$ cat src/rtl/mips_pipe_pkg.sv
// Shared definitions for the 5-stage MIPS pipeline: widths, PC step,
// the bubble instruction and the IF/ID bundle used by fetch, decode and
// the hazard units.
package mips_pipe_pkg;

    localparam int unsigned INSTR_W = 32;
    localparam int unsigned ADDR_W  = 32;
    localparam int unsigned PC_INC  = 4;

    // sll $0,$0,0 encodes as all zeros
    localparam logic [INSTR_W-1:0] NOP_INSTR = 32'h0000_0000;

    typedef struct packed {
        logic [INSTR_W-1:0] instr;
        logic [ADDR_W-1:0]  pc4;
        logic               valid;
    } ifid_t;

endpackage

$ cat src/rtl/fetch_ifid_stage_if.sv
// Fetch-stage bus: hazard/redirect inputs from ID, instruction-memory
// port, the IF/ID register outputs and the debug status/counters.
interface fetch_ifid_stage_if #(
    parameter int unsigned PC_W  = 32,
    parameter int unsigned CNT_W = 16
);
    import mips_pipe_pkg::*;

    logic                stall;
    logic                branch_taken;
    logic [PC_W-1:0]     branch_target;
    logic                jump;
    logic [PC_W-1:0]     jump_target;
    logic [PC_W-1:0]     imem_addr;
    logic [INSTR_W-1:0]  imem_rdata;
    logic [INSTR_W-1:0]  if2id_instr;
    logic [PC_W-1:0]     if2id_pc4;
    logic                if2id_valid;
    logic                misalign_err;
    logic [CNT_W-1:0]    stall_cycles;
    logic [CNT_W-1:0]    flush_count;

    // Fetch stage side
    modport master (
        input  stall, branch_taken, branch_target, jump, jump_target, imem_rdata,
        output imem_addr, if2id_instr, if2id_pc4, if2id_valid,
        output misalign_err, stall_cycles, flush_count
    );

    // Surrounding pipeline / memory side
    modport slave (
        output stall, branch_taken, branch_target, jump, jump_target, imem_rdata,
        input  imem_addr, if2id_instr, if2id_pc4, if2id_valid,
        input  misalign_err, stall_cycles, flush_count
    );

endinterface

$ cat src/rtl/fetch_ifid_stage_sat_counter.sv
// Saturating event counter: counts cycles with inc high, sticks at all-ones,
// clears only on reset.
module sat_counter #(
    parameter int unsigned W = 16
) (
    input  logic         clk,
    input  logic         rst,
    input  logic         inc,
    output logic [W-1:0] count
);

    logic [W-1:0] count_q;
    logic [W-1:0] count_d;

    // Next count: step by one unless already saturated
    always_comb begin
        count_d = count_q;
        if (inc && (count_q != {W{1'b1}})) begin
            count_d = count_q + W'(1);
        end
    end

    // Count register with synchronous reset
    always_ff @(posedge clk) begin
        if (rst) begin
            count_q <= '0;
        end else begin
            count_q <= count_d;
        end
    end

    assign count = count_q;

endmodule

$ cat src/rtl/fetch_ifid_stage.sv
// Fetch stage and IF/ID pipeline register. Holds the PC, presents it to the
// instruction memory, latches the fetched word plus PC+4 for decode, and
// applies stalls and ID-resolved redirects (stall beats redirect).
module fetch_ifid_stage
    import mips_pipe_pkg::*;
#(
    parameter int unsigned        PC_W      = 32,
    parameter logic [PC_W-1:0]    RESET_PC  = '0,
    parameter logic [INSTR_W-1:0] NOP_INSTR = mips_pipe_pkg::NOP_INSTR,
    parameter int unsigned        CNT_W     = 16
) (
    input logic              clk,
    input logic              rst,
    fetch_ifid_stage_if.master bus
);

    logic [PC_W-1:0]  pc_q;
    logic [PC_W-1:0]  pc_d;
    ifid_t            ifid_q;
    ifid_t            ifid_d;
    logic             misalign_q;
    logic             misalign_d;

    logic             redirect;
    logic             flush_inc;
    logic [PC_W-1:0]  target;
    logic [PC_W-1:0]  pc_plus4;
    logic [CNT_W-1:0] stall_cnt;
    logic [CNT_W-1:0] flush_cnt;

    // Branch wins over jump if both are ever asserted together
    assign redirect  = bus.branch_taken | bus.jump;
    assign target    = bus.branch_taken ? bus.branch_target : bus.jump_target;
    assign pc_plus4  = pc_q + PC_W'(PC_INC);
    assign flush_inc = ~bus.stall & redirect;

    // Next-state selection: stall holds everything, redirect squashes the
    // wrong-path fetch into a bubble, otherwise advance sequentially
    always_comb begin
        pc_d       = pc_q;
        ifid_d     = ifid_q;
        misalign_d = misalign_q;
        if (!bus.stall) begin
            if (redirect) begin
                pc_d         = {target[PC_W-1:2], 2'b00};
                ifid_d.instr = NOP_INSTR;
                ifid_d.pc4   = '0;
                ifid_d.valid = 1'b0;
                if (target[1:0] != 2'b00) begin
                    misalign_d = 1'b1;
                end
            end else begin
                pc_d         = pc_plus4;
                ifid_d.instr = bus.imem_rdata;
                ifid_d.pc4   = ADDR_W'(pc_plus4);
                ifid_d.valid = 1'b1;
            end
        end
    end

    // PC, IF/ID and sticky error registers; reset overrides all inputs
    always_ff @(posedge clk) begin
        if (rst) begin
            pc_q         <= RESET_PC;
            ifid_q.instr <= NOP_INSTR;
            ifid_q.pc4   <= '0;
            ifid_q.valid <= 1'b0;
            misalign_q   <= 1'b0;
        end else begin
            pc_q       <= pc_d;
            ifid_q     <= ifid_d;
            misalign_q <= misalign_d;
        end
    end

    sat_counter #(.W(CNT_W)) u_stall_cnt (
        .clk   (clk),
        .rst   (rst),
        .inc   (bus.stall),
        .count (stall_cnt)
    );

    sat_counter #(.W(CNT_W)) u_flush_cnt (
        .clk   (clk),
        .rst   (rst),
        .inc   (flush_inc),
        .count (flush_cnt)
    );

    assign bus.imem_addr    = pc_q;
    assign bus.if2id_instr  = ifid_q.instr;
    assign bus.if2id_pc4    = PC_W'(ifid_q.pc4);
    assign bus.if2id_valid  = ifid_q.valid;
    assign bus.misalign_err = misalign_q;
    assign bus.stall_cycles = stall_cnt;
    assign bus.flush_count  = flush_cnt;

endmodule

$ cat src/flat_wrapper.sv
// flat-port wrapper written by rule: the top's interface ports become plain ports
module fetch_ifid_stage_flat import mips_pipe_pkg::*;
#(
    parameter int unsigned        PC_W      = 32,
    parameter logic [PC_W-1:0]    RESET_PC  = '0,
    parameter logic [INSTR_W-1:0] NOP_INSTR = mips_pipe_pkg::NOP_INSTR,
    parameter int unsigned        CNT_W     = 16
)
  (clk, rst, bus_stall, bus_branch_taken, bus_branch_target, bus_jump, bus_jump_target, bus_imem_rdata, bus_imem_addr, bus_if2id_instr, bus_if2id_pc4, bus_if2id_valid, bus_misalign_err, bus_stall_cycles, bus_flush_count);
  fetch_ifid_stage_if #(.PC_W(PC_W), .CNT_W(CNT_W)) bus_i ();
  input logic clk;
  input logic rst;
  input wire logic [$bits(bus_i.stall)-1:0] bus_stall;
  input wire logic [$bits(bus_i.branch_taken)-1:0] bus_branch_taken;
  input wire logic [$bits(bus_i.branch_target)-1:0] bus_branch_target;
  input wire logic [$bits(bus_i.jump)-1:0] bus_jump;
  input wire logic [$bits(bus_i.jump_target)-1:0] bus_jump_target;
  input wire logic [$bits(bus_i.imem_rdata)-1:0] bus_imem_rdata;
  output wire logic [$bits(bus_i.imem_addr)-1:0] bus_imem_addr;
  output wire logic [$bits(bus_i.if2id_instr)-1:0] bus_if2id_instr;
  output wire logic [$bits(bus_i.if2id_pc4)-1:0] bus_if2id_pc4;
  output wire logic [$bits(bus_i.if2id_valid)-1:0] bus_if2id_valid;
  output wire logic [$bits(bus_i.misalign_err)-1:0] bus_misalign_err;
  output wire logic [$bits(bus_i.stall_cycles)-1:0] bus_stall_cycles;
  output wire logic [$bits(bus_i.flush_count)-1:0] bus_flush_count;
  assign bus_i.stall = bus_stall;
  assign bus_i.branch_taken = bus_branch_taken;
  assign bus_i.branch_target = bus_branch_target;
  assign bus_i.jump = bus_jump;
  assign bus_i.jump_target = bus_jump_target;
  assign bus_i.imem_rdata = bus_imem_rdata;
  assign bus_imem_addr = bus_i.imem_addr;
  assign bus_if2id_instr = bus_i.if2id_instr;
  assign bus_if2id_pc4 = bus_i.if2id_pc4;
  assign bus_if2id_valid = bus_i.if2id_valid;
  assign bus_misalign_err = bus_i.misalign_err;
  assign bus_stall_cycles = bus_i.stall_cycles;
  assign bus_flush_count = bus_i.flush_count;
  fetch_ifid_stage #(.PC_W(PC_W), .RESET_PC(RESET_PC), .NOP_INSTR(NOP_INSTR), .CNT_W(CNT_W)) u_core (.clk(clk), .rst(rst), .bus(bus_i));
endmodule
$ cat config.mk
export PLATFORM = sky130hd
export DESIGN_NAME = fetch_ifid_stage_flat
export DESIGN_NICKNAME = d
export VERILOG_FILES = /design/src/rtl/mips_pipe_pkg.sv /design/src/rtl/fetch_ifid_stage_if.sv /design/src/rtl/fetch_ifid_stage_sat_counter.sv /design/src/rtl/fetch_ifid_stage.sv /design/src/flat_wrapper.sv
export SDC_FILE = /design/constraint.sdc
export NUM_CORES = 1
export LEC_CHECK = 0
export BUFFER_PORTS_ARGS = -buffer_cell sky130_fd_sc_hd__buf_2
export CORE_MARGIN = 2
export CORE_UTILIZATION = 35
export CTS_BUF_LIST = sky130_fd_sc_hd__clkbuf_8
export DETAILED_ROUTE_END_ITERATION = 10
export GPL_ROUTABILITY_DRIVEN = 0
export MAX_ROUTING_LAYER = met4
export PLACE_DENSITY = 0.61
export REMOVE_ABC_BUFFERS = 1
export SYNTH_ARGS = -nofsm -noshare
export SYNTH_HDL_FRONTEND = slang
export SYNTH_HIERARCHICAL = 1
export SYNTH_SLANG_ARGS = --single-unit
export TNS_END_PERCENT = 20
$ cat constraint.sdc
create_clock -name clk -period 4.6 [get_ports clk]
set_clock_uncertainty 0.05 [all_clocks]
set_input_delay 0.69 -clock clk [delete_from_list [all_inputs] [get_ports clk]]
set_output_delay 0.69 -clock clk [all_outputs]
set_load 0.02 [all_outputs]
==> metrics.md <==
| Metric | Value |
|---|---|
| Run status | `complete, no violations` |
| Core ar. | `17900 um^2` |
| Arrival @ worst endpoint | `2880 ps` |
| Area growth syn-to-layout | `26.0%` |
| Initial antenna violation count | `2` |
| Detailed-placement wirelength estimate | `13.8 mm` |
| Netlist cell types | `62` |
| Most Used Layer, Global Route | `met2` |
| CTS Sinks | `126` |
| Required @ worst endpoint | `4940 ps` |
| Hold Path End | `u_core/bus.if2id_pc4[16]$_SDFFE_PP0N_` |
| Clk_lat worst skew | `450 ps` |
| Area share of the largest cell type after synthesis | `39.7%` |
| Leading cell types by count after synthesis | `dfxtp_1, a21oi_1, nor2_1` |
| Hold Crit Depth | `2` |
| Worst Hold Class | `register to register` |
| Yosys warns | `6` |
| DRT iter0 DRCs | `356` |
| Htree depth | `4` |
| RSZ-0062 raised after global routing | `false` |
| Die H | `139 um` |
| Clock Path Buffers | `2` |
| Die span in x | `139 um` |
| Synthesized area | `6350 um^2` |
| Max FO, Critical Path | `8` |
| Pin count of the biggest net entering global routing | `68` |
| Post-Synthesis Cells | `785` |
| Footprint of the multi-input gates | `3520 um^2` |
| Die area | `19300 um^2` |
| TritonCTS buffer count | `17` |
| Share of layout cells above drive strength 1 | `29.1%` |
| Internal reg-to-reg setup slack | `2060 ps` |
| Peak VDD IR | `206 uV` |
| IO Pins | `231` |
| Cells after DPL | `1181` |
| Met2 track demand over resource | `32.8%` |
| Vias post-DR | `6573` |
| GR Layer Usage met1 | `27.6%` |
| Root buf cell | `clkbuf_8` |
| Post-synth top area cell | `dfxtp_1` |
| Fill cells | `1854` |
| Final WL | `20.2 mm` |
| R2R Path End | `u_core/bus.imem_addr[28]$_SDFFE_PP0N_` |
| Most common cell in the netlist | `dfxtp_1` |
| Initial Util | `35.5%` |
| Slew at the pin with the worst max-slew slack | `1230 ps` |
| PwrDens | `321 nW/um^2` |
| Final min period | `2540 ps` |
| Leakage | `3.50 nW` |
| Syn Area/Cell | `8.10 um^2` |
| Grt ovf | `0` |
| Setup TNS | `0 ps` |
| Synth Register Bits | `126` |
| Fin nets | `1075` |
| Crit end category | `register` |
| Final cell count without fillers | `1216` |
| DP Area | `7560 um^2` |
| Via density | `5.41` |
| Site Rows | `49` |
| Min Hold Slack | `406 ps` |
| Port Buf Inserts | `226` |
| WL/cell | `16.6 um` |
| Crit path launch type | `register` |
| Area contributors post-synth | `dfxtp_1, a21oi_1, nor2_1` |
| Most used DFF post-synth | `dfxtp_1` |
| Max Slew Vio Count | `0` |
| Storage element area | `2520 um^2` |
| Max-slew headroom | `17.6%` |
| R2r startpoint | `u_core/bus.imem_addr[2]$_SDFFE_PP0N_` |
| R2R cell count | `6` |
| Clock Pin Slew Worst Setup and Hold Paths | `80 ps` |
| FMAX | `394 MHz` |
| DR DRC count | `0` |
| Global-route wire length before repair | `32.1 mm` |
| Gr usage total | `21.1%` |
| Period utilisation layout | `55.2%` |
| Worst setup path class | `register to register` |
| Ys async rst share | `0%` |
| Post-DRT Antenna Nets | `0` |
| CTS tree | `done` |
| Hold Fails Final Rpt | `0` |
| Max-cap violation count | `0` |
| Post-synth EDFFs | `0` |
| Cts hold-fix bufs | `0` |
| Grt met3 use | `4.45%` |
| Worst hold start | `u_core/bus.if2id_pc4[16]$_SDFFE_PP0N_` |
| Cts repair resizes | `0` |
| Design area | `8010 um^2` |
| Sequential area share after synthesis | `39.7%` |
| Pre-antenna DRT Iters | `6` |
| Vias in the first global route | `6081` |
| # Post-CTS Setup Buffers | `0` |
| Final setup violation count | `0` |
logic make-up (layout without fill, tap and decap cells):
group,after synthesis,after routing,share of synthesized area (%)
xor+xnor,25,25,3.45
compound gates,229,229,22.6
other cells,1,7,0.0590
fa+ha+maj,3,3,0.591
simple gates,313,313,27.4
buf+inv,82,278,5.30
flops,126,126,39.7
mux,6,6,0.984
power by group:
| part | total [mW] | switching (mW) | leakage (nW) | internal, mW |
|---|---|---|---|---|
| Combinational | 0.295 | 0.182 | 2.25 | 0.113 |
| Sequential | 1.17 | 0.0443 | 1.02 | 1.12 |
| Clock | 1.11 | 0.508 | 0.223 | 0.601 |
| Total | 2.57 | 0.734 | 3.50 | 1.84 |
worst max-delay path: stages (launching register included):
cell and delay, ps:
dfxtp_1 490, ha_1 350, nand4_4 210, or4_4 600
or3_1 360, a21oi_1 200, o221a_2 220
placed cells by master, fill, tap and decap left out, types with 5 or more instances in the layout:
cell type / Yosys / routed
buf_2: 4 / 224
dfxtp_1: 126 / 126
a21oi_1: 89 / 89
nor2_1: 82 / 81
nand2_1: 52 / 52
o21ai_0: 51 / 51
and3_1: 42 / 42
nand3_1: 32 / 32
clkbuf_8: 0 / 17
nand4_1: 17 / 17
o31ai_1: 17 / 17
or4_1: 17 / 17
inv_1: 15 / 15
a22oi_1: 15 / 15
nor3_1: 14 / 14
xnor2_1: 14 / 14
xor2_1: 11 / 11
or3_1: 10 / 10
and4_1: 9 / 9
nor4_1: 9 / 9
buf_4: 6 / 7
a31oi_1: 6 / 6
inv_6: 0 / 5
a221o_1: 5 / 5
a22o_1: 5 / 5
stage by stage:
stage	utilization, %	total power [mW]	setup slack [ps]
after floorplan	-	1.33	1500
after global placement	42.2	1.49	1760
after detailed placement	42.2	1.49	1630
after CTS	44.7	2.60	2070
after global routing	44.7	2.68	1860
final	44.7	2.57	2060
worst max path at each step:
stage	start	to	slack, ps	cells past startpoint
after floorplan	bus_jump	u_core/bus.imem_addr[17]$_SDFFE_PP0N_	1500	4
after global placement	bus_jump	u_core/u_flush_cnt/count[11]$_SDFFE_PP0P_	1760	7
after detailed placement	bus_jump	u_core/u_flush_cnt/count[11]$_SDFFE_PP0P_	1630	7
after CTS	u_core/bus.imem_addr[2]$_SDFFE_PP0N_	u_core/bus.imem_addr[28]$_SDFFE_PP0N_	2070	6
after global routing	u_core/bus.imem_addr[2]$_SDFFE_PP0N_	u_core/bus.imem_addr[28]$_SDFFE_PP0N_	1860	6
final	u_core/bus.imem_addr[2]$_SDFFE_PP0N_	u_core/bus.imem_addr[28]$_SDFFE_PP0N_	2060	6
area by class of cell:
type                            instances  share of cell area [%]
Clock inverter                         15                    2.63
Timing Repair Buffer                  231                    14.7
Tap cell                              229                    3.58
Multi-Input combinational cell        580                    43.9
Sequential cell                       126                    31.5
Antenna cell                            3                  0.0938
Clock buffer                           17                    2.92
Inverter                               15                   0.703
routing by layer:
| metal | wire length (um) | share of wire (%) | vias up |
|---|---|---|---|
| met3 | 1130 | 5.6 | 20 |
| met5 | 0 | 0 | - |
| li1 | - | - | 3259 |
| met2 | 9410 | 46 | 212 |
| met1 | 9390 | 46 | 3082 |
| met4 | 303 | 1.5 | 0 |
state kept, by name, indices dropped and copies added (netlist names):
signal and flops:
u_core/bus.if2id_instr 32, u_core/bus.imem_addr 30, u_core/u_flush_cnt/count 16, u_core/bus.misalign_err 1
u_core/u_stall_cnt/count 16, u_core/bus.if2id_pc4 30, u_core/bus.if2id_valid 1
Note: power is estimated with default switching activity, not from simulation.
